===== src/rtl/lfm_phase_gen_if.sv =====
// lfm_phase_gen_if: control/status bundle between a chirp sequencer (master)
// and the linear-FM phase generator (slave). The clock and reset are not part
// of this bundle; they stay as plain ports on the generator.
interface lfm_phase_gen_if #(
  parameter int unsigned ACC_W   = 32,
  parameter int unsigned PHASE_W = 23,
  parameter int unsigned LEN_W   = 16
);
  // Requests and configuration from the sequencer.
  logic               start;
  logic               stop;
  logic               cont_mode;
  logic [ACC_W-1:0]   f_start;
  logic [ACC_W-1:0]   k_step;
  logic [LEN_W-1:0]   chirp_len;
  logic [LEN_W-1:0]   pri_len;

  // Phase address to the DDS and status back to the sequencer.
  logic [PHASE_W-1:0] rom_addr_reg;
  logic               tx_gate;
  logic               chirp_done;
  logic               pri_done;
  logic               busy;

  modport master (
    output start, stop, cont_mode, f_start, k_step, chirp_len, pri_len,
    input  rom_addr_reg, tx_gate, chirp_done, pri_done, busy
  );

  modport slave (
    input  start, stop, cont_mode, f_start, k_step, chirp_len, pri_len,
    output rom_addr_reg, tx_gate, chirp_done, pri_done, busy
  );
endinterface


===== src/rtl/lfm_phase_gen.sv =====
// lfm_phase_gen: linear-FM (chirp) phase generator feeding a sin/cos DDS.
// Each pulse repetition interval (PRI) runs CHIRP samples, in which the phase
// accumulator advances by a frequency word that itself ramps by k_step per
// sample, followed by a silent GAP that pads the PRI out to pri_len cycles.
// The DDS phase address is the top PHASE_W bits of the accumulator.
//
// Optional build macro GATE_ALIGN_EN: when defined, tx_gate, chirp_done and
// pri_done pass through DDS_LAT extra registers so they line up with the DDS
// output samples; busy is never delayed. When undefined those outputs line up
// with rom_addr_reg.
module lfm_phase_gen #(
  parameter int unsigned ACC_W   = 32,
  parameter int unsigned PHASE_W = 23,
  parameter int unsigned LEN_W   = 16,
  parameter int unsigned DDS_LAT = 6
) (
  input  logic           sys_clk,
  input  logic           sys_rst_n,
  lfm_phase_gen_if.slave bus
);

  localparam logic [1:0] ST_IDLE  = 2'd0;
  localparam logic [1:0] ST_CHIRP = 2'd1;
  localparam logic [1:0] ST_GAP   = 2'd2;

  // One bit wider than the length inputs so that chirp_len+1 cannot overflow
  // when the minimum PRI is enforced.
  localparam int unsigned CNT_W = LEN_W + 1;

  logic [1:0]       state_q, state_d;
  logic [ACC_W-1:0] acc_q, acc_d;
  logic [ACC_W-1:0] fcw_q, fcw_d;
  logic [CNT_W-1:0] cnt_q, cnt_d;

  // Configuration captured on an accepted start.
  logic [ACC_W-1:0] f_start_q, f_start_d;
  logic [ACC_W-1:0] k_step_q, k_step_d;
  logic [CNT_W-1:0] chirp_len_q, chirp_len_d;
  logic [CNT_W-1:0] pri_len_q, pri_len_d;
  logic             cont_q, cont_d;

  logic             tx_gate_q, tx_gate_d;

  logic [CNT_W-1:0] eff_chirp;
  logic [CNT_W-1:0] eff_pri_min;
  logic [CNT_W-1:0] eff_pri;
  logic             chirp_last;
  logic             pri_last;
  logic             chirp_done_raw;
  logic             pri_done_raw;

  // Clamp the requested lengths: at least one chirp sample, and a PRI long
  // enough to leave at least one GAP cycle after the chirp.
  always_comb begin
    eff_chirp   = (bus.chirp_len == '0) ? CNT_W'(1) : {1'b0, bus.chirp_len};
    eff_pri_min = eff_chirp + CNT_W'(1);
    eff_pri     = ({1'b0, bus.pri_len} < eff_pri_min) ? eff_pri_min
                                                      : {1'b0, bus.pri_len};
  end

  // Terminal-count decode; a stop in the same cycle suppresses the pulses.
  always_comb begin
    chirp_last     = (cnt_q == (chirp_len_q - CNT_W'(1)));
    pri_last       = (cnt_q == (pri_len_q - CNT_W'(1)));
    chirp_done_raw = (state_q == ST_CHIRP) && chirp_last && !bus.stop;
    pri_done_raw   = (state_q == ST_GAP) && pri_last && !bus.stop;
  end

  // Sequencer next-state: IDLE -> CHIRP -> GAP -> (CHIRP | IDLE); stop overrides.
  always_comb begin
    state_d     = state_q;
    acc_d       = acc_q;
    fcw_d       = fcw_q;
    cnt_d       = cnt_q;
    f_start_d   = f_start_q;
    k_step_d    = k_step_q;
    chirp_len_d = chirp_len_q;
    pri_len_d   = pri_len_q;
    cont_d      = cont_q;

    case (state_q)
      ST_IDLE: begin
        acc_d = '0;
        if (bus.start && !bus.stop) begin
          f_start_d   = bus.f_start;
          k_step_d    = bus.k_step;
          chirp_len_d = eff_chirp;
          pri_len_d   = eff_pri;
          cont_d      = bus.cont_mode;
          fcw_d       = bus.f_start;
          cnt_d       = '0;
          state_d     = ST_CHIRP;
        end
      end

      ST_CHIRP: begin
        acc_d = acc_q + fcw_q;
        fcw_d = fcw_q + k_step_q;
        cnt_d = cnt_q + CNT_W'(1);
        if (chirp_last) begin
          acc_d   = '0;
          state_d = ST_GAP;
        end
      end

      ST_GAP: begin
        acc_d = '0;
        cnt_d = cnt_q + CNT_W'(1);
        if (pri_last) begin
          cnt_d = '0;
          if (cont_q) begin
            fcw_d   = f_start_q;
            state_d = ST_CHIRP;
          end else begin
            state_d = ST_IDLE;
          end
        end
      end

      default: begin
        acc_d   = '0;
        cnt_d   = '0;
        state_d = ST_IDLE;
      end
    endcase

    if (bus.stop) begin
      acc_d   = '0;
      fcw_d   = '0;
      cnt_d   = '0;
      state_d = ST_IDLE;
    end
  end

  // Gate is registered from the next state so it leaves the flop alongside acc.
  always_comb begin
    tx_gate_d = (state_d == ST_CHIRP);
  end

  // State, datapath and configuration registers with synchronous reset.
  always_ff @(posedge sys_clk) begin
    if (!sys_rst_n) begin
      state_q     <= ST_IDLE;
      acc_q       <= '0;
      fcw_q       <= '0;
      cnt_q       <= '0;
      f_start_q   <= '0;
      k_step_q    <= '0;
      chirp_len_q <= '0;
      pri_len_q   <= '0;
      cont_q      <= 1'b0;
      tx_gate_q   <= 1'b0;
    end else begin
      state_q     <= state_d;
      acc_q       <= acc_d;
      fcw_q       <= fcw_d;
      cnt_q       <= cnt_d;
      f_start_q   <= f_start_d;
      k_step_q    <= k_step_d;
      chirp_len_q <= chirp_len_d;
      pri_len_q   <= pri_len_d;
      cont_q      <= cont_d;
      tx_gate_q   <= tx_gate_d;
    end
  end

  assign bus.rom_addr_reg = acc_q[ACC_W-1 -: PHASE_W];
  assign bus.busy         = (state_q != ST_IDLE);

`ifdef GATE_ALIGN_EN
  logic [DDS_LAT-1:0] gate_dly_q, gate_dly_d;
  logic [DDS_LAT-1:0] cdone_dly_q, cdone_dly_d;
  logic [DDS_LAT-1:0] pdone_dly_q, pdone_dly_d;

  // Shift each strobe one stage; the truncating cast keeps this valid for DDS_LAT=1.
  always_comb begin
    gate_dly_d  = DDS_LAT'({gate_dly_q, tx_gate_q});
    cdone_dly_d = DDS_LAT'({cdone_dly_q, chirp_done_raw});
    pdone_dly_d = DDS_LAT'({pdone_dly_q, pri_done_raw});
  end

  // Delay lines matching the DDS pipeline latency.
  always_ff @(posedge sys_clk) begin
    if (!sys_rst_n) begin
      gate_dly_q  <= '0;
      cdone_dly_q <= '0;
      pdone_dly_q <= '0;
    end else begin
      gate_dly_q  <= gate_dly_d;
      cdone_dly_q <= cdone_dly_d;
      pdone_dly_q <= pdone_dly_d;
    end
  end

  assign bus.tx_gate    = gate_dly_q[DDS_LAT-1];
  assign bus.chirp_done = cdone_dly_q[DDS_LAT-1];
  assign bus.pri_done   = pdone_dly_q[DDS_LAT-1];
`else
  logic unused_dds_lat;
  assign unused_dds_lat = (DDS_LAT != 0);

  assign bus.tx_gate    = tx_gate_q;
  assign bus.chirp_done = chirp_done_raw;
  assign bus.pri_done   = pri_done_raw;
`endif

endmodule


===== src/flat_wrapper.sv =====
// flat-port wrapper written by rule: the top's interface ports become plain ports
module lfm_phase_gen_flat 
#(
  parameter int unsigned ACC_W   = 32,
  parameter int unsigned PHASE_W = 23,
  parameter int unsigned LEN_W   = 16,
  parameter int unsigned DDS_LAT = 6
)
  (sys_clk, sys_rst_n, bus_start, bus_stop, bus_cont_mode, bus_f_start, bus_k_step, bus_chirp_len, bus_pri_len, bus_rom_addr_reg, bus_tx_gate, bus_chirp_done, bus_pri_done, bus_busy);
  lfm_phase_gen_if #(.ACC_W(ACC_W), .PHASE_W(PHASE_W), .LEN_W(LEN_W)) bus_i ();
  input  logic sys_clk;
  input  logic sys_rst_n;
  input wire logic [$bits(bus_i.start)-1:0] bus_start;
  input wire logic [$bits(bus_i.stop)-1:0] bus_stop;
  input wire logic [$bits(bus_i.cont_mode)-1:0] bus_cont_mode;
  input wire logic [$bits(bus_i.f_start)-1:0] bus_f_start;
  input wire logic [$bits(bus_i.k_step)-1:0] bus_k_step;
  input wire logic [$bits(bus_i.chirp_len)-1:0] bus_chirp_len;
  input wire logic [$bits(bus_i.pri_len)-1:0] bus_pri_len;
  output wire logic [$bits(bus_i.rom_addr_reg)-1:0] bus_rom_addr_reg;
  output wire logic [$bits(bus_i.tx_gate)-1:0] bus_tx_gate;
  output wire logic [$bits(bus_i.chirp_done)-1:0] bus_chirp_done;
  output wire logic [$bits(bus_i.pri_done)-1:0] bus_pri_done;
  output wire logic [$bits(bus_i.busy)-1:0] bus_busy;
  assign bus_i.start = bus_start;
  assign bus_i.stop = bus_stop;
  assign bus_i.cont_mode = bus_cont_mode;
  assign bus_i.f_start = bus_f_start;
  assign bus_i.k_step = bus_k_step;
  assign bus_i.chirp_len = bus_chirp_len;
  assign bus_i.pri_len = bus_pri_len;
  assign bus_rom_addr_reg = bus_i.rom_addr_reg;
  assign bus_tx_gate = bus_i.tx_gate;
  assign bus_chirp_done = bus_i.chirp_done;
  assign bus_pri_done = bus_i.pri_done;
  assign bus_busy = bus_i.busy;
  lfm_phase_gen #(.ACC_W(ACC_W), .PHASE_W(PHASE_W), .LEN_W(LEN_W), .DDS_LAT(DDS_LAT)) u_core (.sys_clk(sys_clk), .sys_rst_n(sys_rst_n), .bus(bus_i));
endmodule

===== config.mk =====
export PLATFORM = sky130hd
export DESIGN_NAME = lfm_phase_gen_flat
export DESIGN_NICKNAME = d
export VERILOG_FILES = /design/src/rtl/lfm_phase_gen_if.sv /design/src/rtl/lfm_phase_gen.sv /design/src/flat_wrapper.sv
export SDC_FILE = /design/constraint.sdc
export NUM_CORES = 1
export LEC_CHECK = 0
export ABC_AREA = 1
export BUFFER_PORTS_ARGS = -buffer_cell sky130_fd_sc_hd__buf_2
export CAP_MARGIN = 20
export CORE_ASPECT_RATIO = 1.25
export CORE_MARGIN = 4
export CORE_UTILIZATION = 55
export CTS_CLUSTER_SIZE = 8
export DETAILED_ROUTE_END_ITERATION = 12
export GPL_TIMING_DRIVEN = 0
export PLACE_DENSITY = 0.78
export SLEW_MARGIN = 40
export SYNTH_ARGS = -nofsm -noshare
export SYNTH_HDL_FRONTEND = slang
export SYNTH_SLANG_ARGS = --single-unit

===== constraint.sdc =====
create_clock -name sys_clk -period 2.45 [get_ports sys_clk]
set_input_delay 0.1225 -clock sys_clk [delete_from_list [all_inputs] [get_ports sys_clk]]
set_output_delay 0.1225 -clock sys_clk [all_outputs]
set_load 0.03 [all_outputs]

[Yosys cells after proc, flatten, opt, wreduce, memory -nomap -nowiden]
Index checks and enable logic that the tools add are counted.
Storage, ports and cells
  flip-flop bits (word level): 183
  logic and storage cells: 56
  output and inout port bits: 27
Cells by class
  bitwise operators: 2
  magnitude comparators: 1
  equal/unequal tests: 8
  reduce and logical (&&, ||, !) cells: 14
  mux-type cells: 15
  add/sub/neg operators: 6
Operators by type and width (number)
  $mux W32: 3
  $pmux W32 S3: 1
  $add A32 B32 Y32: 2
  $mux W17: 3
  $pmux W17 S3: 1
  $add A17 B1 Y17 const B: 2
  $eq A17 B17 Y1: 2
  $sub A17 B1 Y17 const B: 2
  $lt A16 B17 Y1: 1
  $logic_not A16 Y1: 1
  $mux W16: 1
  $mux W2: 4
  $ne A2 B1 Y1 const B: 3
  $pmux W2 S3: 1
  $logic_and A1 B1 Y1: 5
  $eq A2 B1 Y1 const B: 2
  $reduce_and A4 Y1: 1
  $reduce_or A4 Y1: 1
  $reduce_bool A3 Y1: 1
  $eq A2 B2 Y1 const B: 1
  $logic_not A2 Y1: 1
  $not A1 Y1: 2
  $reduce_and A2 Y1: 1
  $reduce_bool A2 Y1: 1
  3 further kinds: 3

[Depth between registers and ports, before layout]
  depth after elaboration: 6
  mapped depth: 23
  gate-level depth less buffers: 22

[Least setup slack after synthesis]
Ideal clock, no wire load.
  kind: input to register
  from: input bus_chirp_len[2]
  to: register u_core.pri_len_q[13]
  slack: -0.134 ns
  required time: 2.318 ns
  data arrival time: 2.452 ns
  buffers on the path: 1
  setup time: 0.132 ns
  stages on the path: 21
  path through: inv_1 nor2_2 nand2_2 nor2_4 nand2_2 nor2_4 nand2_1 nor2_1 nand2_1 o21ai_0 nand2_1 ha_1 a21oi_1 o21ai_0 nand4_1 nand3_2 nor2_4 buf_2 nand3_1 nand3_1 a21oi_1
On the way
  longest elaborated chain between the ends: 5
Ends and longest elaborated chain
  from (decl): line flat_wrapper.sv:18  | input wire logic [$bits(bus_i.chirp_len)-1:0] bus_chirp_len;
  $logic_not A16 Y1: line lfm_phase_gen.sv:55  | eff_chirp = (bus.chirp_len == '0) ? CNT_W'(1) : {1'b0, bus.chirp_len};
  $mux W16 (*): line lfm_phase_gen.sv:55
  $add A17 B1 Y17 (*): line lfm_phase_gen.sv:56  | eff_pri_min = eff_chirp + CNT_W'(1);
  $lt A16 B17 Y1: line lfm_phase_gen.sv:57  | eff_pri = ({1'b0, bus.pri_len} < eff_pri_min) ? eff_pri_min
  $mux W17 (*): line lfm_phase_gen.sv:57
  to (signal assigned): line lfm_phase_gen.sv:161  | pri_len_q <= pri_len_d;
  to (decl): line lfm_phase_gen.sv:39  | logic [CNT_W-1:0] pri_len_q, pri_len_d;
Mark *: on every way between the ends. The rest lies on a longest branch, timed or not.
A chain may end at the register's enable or synchronous reset.

[Worst setup path after layout]
  from: register u_core.state_q[0]
  to: register u_core.fcw_q[2]
On the way
  longest elaborated chain between the ends: 3
  elaborated cells on any way between the ends: 9
  classes of those cells: eq/ne: 5; mux: 1; reduce/logical: 3
Ends and longest elaborated chain
  from (decl): line lfm_phase_gen.sv:30  | logic [1:0] state_q, state_d;
  from (signal assigned): line lfm_phase_gen.sv:154  | state_q <= state_d;
  $eq A2 B2 Y1 (tied with other cells): line lfm_phase_gen.sv:81  | case (state_q)
  $ne A2 B1 Y1 (no source line) or $reduce_bool A3 Y1 (tied branches)
  $reduce_and A4 Y1 (no source line)
  to (signal assigned): line lfm_phase_gen.sv:156  | fcw_q <= fcw_d;
  to (decl): line lfm_phase_gen.sv:32  | logic [ACC_W-1:0] fcw_q, fcw_d;
Parallel ways exist; a longest one is shown, timed or not.

==> impl_results.md <==
* Layout cells sized above 1 at 22.6%
* Clk buf depth at 2
* Synth cell types at 47
* # fillers at 1958
* DRC at 0
* Placed Cells incl. Taps at 2590
* Gate power share at 25.8%
* Post-place setup slack at -0.622 ns
* Cell taking the most area after synthesis: dfxtp_1
* Post-synth top flop: dfxtp_1
* Clock latency on the worst-skew pair at 0.45 ns
* Cells along the critical path: ha_1 > clkinv_1 > clkbuf_1 > a21oi_1 > o21ai_0 > a21oi_1 > o21ai_4 > nor2_1
* Power per cell area at 484 mW/mm^2
* Syn. warnings at 0
* Fmax at 370 MHz
* First-pass GRT wire length at 75600 um
* R2R cell count at 8
* Hold/Removal Path Class: primary input to flip-flop
* GRT Total Usage at 35.5%
* Clock root cell: clkbuf_16
* CP Max Fanout at 10
* Final ANT Viol Nets at 0
* Post-Synthesis Cells at 2138
* CP Class: flip-flop to flip-flop
* Tmin final at 2.70 ns
* Mapped Avg Cell Area at 6.28 um^2
* Crit-path leading delay family: compound AO/OA/AOI/OAI gates
* Slew HR at 19.5%
* Nets at 2605
* Synthesized Nets at 2325
* Post-detail-place hpwl at 38000 um
* Die extent in y at 183 um
* Yosys top cell area share at 27.1%
* Final-report hold violation count at 0
* RSZ-0062 raised after global routing: yes
* CP max stage delay at 0.49 ns
* Reg clk slew, reported paths at 0.07 ns
* Post-synthesis cell area at 0.0134 mm^2
* Hold path depth at 3
* Clock tree sinks at 182
* Critical Path Start Type: flip-flop
* Gpl congestion at 1.06
* Initial antenna violation count at 0
* Final worst path period share at 110%
* Sw Share at 32.3%
* Placed Area at 0.0145 mm^2
* Finished Layout Cells at 2755
* Row count at 63
* Crit path DAT at 3.09 ns
* Largest net degree at the start of global routing at 17
* Worst reg2reg path endpoint: u_core.fcw_q[2]
* Failing checks: setup timing
* # IOs at 128
* Crit path top cell by count: a21oi_1
* Initial Util at 56.2%
* CP required at 2.84 ns
* Total Wirelength at 51800 um
* Via density at 5.78
* Via count at 15900
* Final worst slack at -0.254 ns
* Slowest CP cell: clkbuf_1
* GRT Residual Overflow at 0
* Worst Setup End Kind: flip-flop
* Max IR drop VDD at 0.000505 V
* Clk pwr share at 36.4%
* Hold_sp: bus_chirp_len[7]
* Cell area after layout at 0.0177 mm^2
* Sequential share of power at 37.8%
* Antenna Cells at 0
* Die W at 148 um
* Layout area overhead at 32.1%
* Seq/Total Area, Yosys at 27.1%
* DRT iter0 DRCs at 1292
* Post-synthesis register bit count at 182
* P_leak at 8.07 nW
* Core area at 0.0239 mm^2
* Status: finished with violations
* Final setup vio count at 26
* IO buf count at 127
* Internal power at 5.81 mW
* Vias in the first global route at 15100
* Count of final max-slew check failures at 0
* CTS tree: built
* Max_cap viols at 0
* Post-synth ARST share at 0%
* Slew at the pin closest to its max-slew limit at 1.20 ns
* R2r startpoint: u_core.state_q[0]
* TritonCTS buffer count at 17
* Htree depth at 4
* Switching power at 2.77 mW
* Post-synth EDFFs at 0
* Drt first pass iters at 8
* Top area cells in the synthesized netlist: dfxtp_1, nand2_1, nor2_1
* WL/cell at 18.8 um
* Hold Crit Endpoint: u_core.chirp_len_q[7]
* Buffer and inverter count on the worst path at 2
* Die Area at 0.0270 mm^2
* Worst-case clock skew at 0.0138 ns
* Reg2Reg Setup Slack at -0.25 ns
[state kept, by name, indices dropped and copies added, names as in the netlist]
signal              count
u_core.bus.tx_gate      1
u_core.fcw_q           32
u_core.acc_q           32
u_core.cnt_q           17
u_core.state_q          2
u_core.cont_q           1
u_core.f_start_q       32
u_core.chirp_len_q     16
u_core.k_step_q        32
u_core.pri_len_q       17
[stage by stage]
| stage | hold WS [ns] | power [mW] | setup TNS [ns] | utilization, % |
|---|---|---|---|---|
| 6_report | 0.00680 | 8.58 | -1.36 | 74.2 |
| 5_1_grt | 0.0203 | 8.89 | -9.48 | 74.2 |
| 2_1_floorplan | 0.243 | 4.40 | -0.0296 | - |
| 3_5_place_dp | 0.353 | 4.92 | -30.96 | 60.8 |
| 3_3_place_gp | 0.344 | 4.89 | -31.19 | 60.8 |
| 4_1_cts | 0.000754 | 8.19 | -0.347 | 68.7 |
[worst max-delay path by stage]
stage                         from              endpoint  slack, ns  depth (start not counted)
2_1_floorplan     bus_chirp_len[0]  u_core.pri_len_q[15]     -0.006                         23
3_3_place_gp      bus_chirp_len[1]   u_core.pri_len_q[6]      -0.55                         24
3_5_place_dp      bus_chirp_len[1]   u_core.pri_len_q[6]      -0.62                         24
4_1_cts        u_core.pri_len_q[1]          bus_pri_done      -0.20                         15
5_1_grt           bus_chirp_len[1]   u_core.pri_len_q[2]      -0.29                         19
6_report         u_core.state_q[0]       u_core.fcw_q[2]      -0.25                          8
[cells in the final DEF, fill, tap and decap left out, types with 11 or more instances in the layout]
| cell type | instances |
|---|---|
| dlygate4sd3_1 | 69 |
| a21oi_1 | 164 |
| xnor2_1 | 17 |
| nand2_1 | 424 |
| buf_8 | 11 |
| nor2_1 | 293 |
| ha_1 | 78 |
| xor2_1 | 34 |
| nand2_4 | 26 |
| o21ai_0 | 160 |
| nand3_2 | 23 |
| clkbuf_16 | 18 |
| or2_2 | 13 |
| inv_1 | 183 |
| clkbuf_1 | 42 |
| buf_6 | 20 |
| nor2_2 | 33 |
| buf_4 | 66 |
| buf_2 | 128 |
| a21oi_2 | 30 |
| o21ai_2 | 21 |
| nor3_1 | 20 |
| dfxtp_1 | 168 |
| nand2_2 | 37 |
| nand4_1 | 37 |
| nand3_1 | 116 |
| nor2_4 | 21 |
[final cells by class]
cell class              instances  area (um^2)  share of cell area, %
plain buffers                  89          558                   3.15
clock buffers                  18          439                   2.48
clock inverters                13          215                   1.21
inverters                     201          769                   4.34
multi-input cells            1664         9600                   54.2
flip-flops and latches        182         3670                   20.7
well taps                     325          407                   2.29
repair buffers                263         2060                   11.6
[power groups by stage]
stage | sequential, mW | combinational [mW] | clock (mW)
floorplan | 3.24 | 1.17 | 0
global placement | 3.29 | 1.60 | 0
detailed placement | 3.29 | 1.63 | 0
CTS | 3.23 | 1.85 | 3.11
global route | 3.25 | 2.42 | 3.22
finish | 3.24 | 2.22 | 3.12
[tightest hold or removal path: cells and delay by family]
family	cells	cell delay [ns]
buf+inv	2	0.18
compound gates	1	0.12
[Yosys cell counts, drive strengths merged, types with 37 or more instances]
library cell,number
a21oi,194
xor2,37
ha,84
nand3,149
o21ai,190
nor2,347
clkbuf,48
nand4,37
nand2,490
buf,43
inv,199
dfxtp,182
[cells by family (layout without fill, tap and decap cells)]
| kind of cell | Yosys count | in the layout | synth area share [%] |
|---|---|---|---|
| compound gates | 436 | 436 | 17.3 |
| xor+xnor | 54 | 54 | 3.58 |
| fa+ha+maj | 86 | 86 | 8.13 |
| buf+inv | 292 | 584 | 9.18 |
| flops | 182 | 182 | 27.1 |
| simple gates | 1088 | 1088 | 34.7 |
[routing by layer]
layer,vias up,track usage (%),wire length [um]
li1,7628,-,-
met1,7304,36.5,18200
met2,740,67.1,26500
met3,251,4.30,2810
met4,0,22.9,4210
met5,-,0,0
[what timing repair did]
| action | 4_1_cts | 5_1_grt |
|---|---|---|
| gates resized for setup | 85 | 280 |
| buffers inserted | 29 | 34 |
| pin swaps | 18 | 82 |
| endpoints found under the hold margin | 67 | 2 |
| gates cloned | 4 | 2 |
| hold buffers | 67 | 2 |
| endpoints found under the setup margin | 106 | 115 |
No activity file was read; power rests on OpenSTA's default activity.
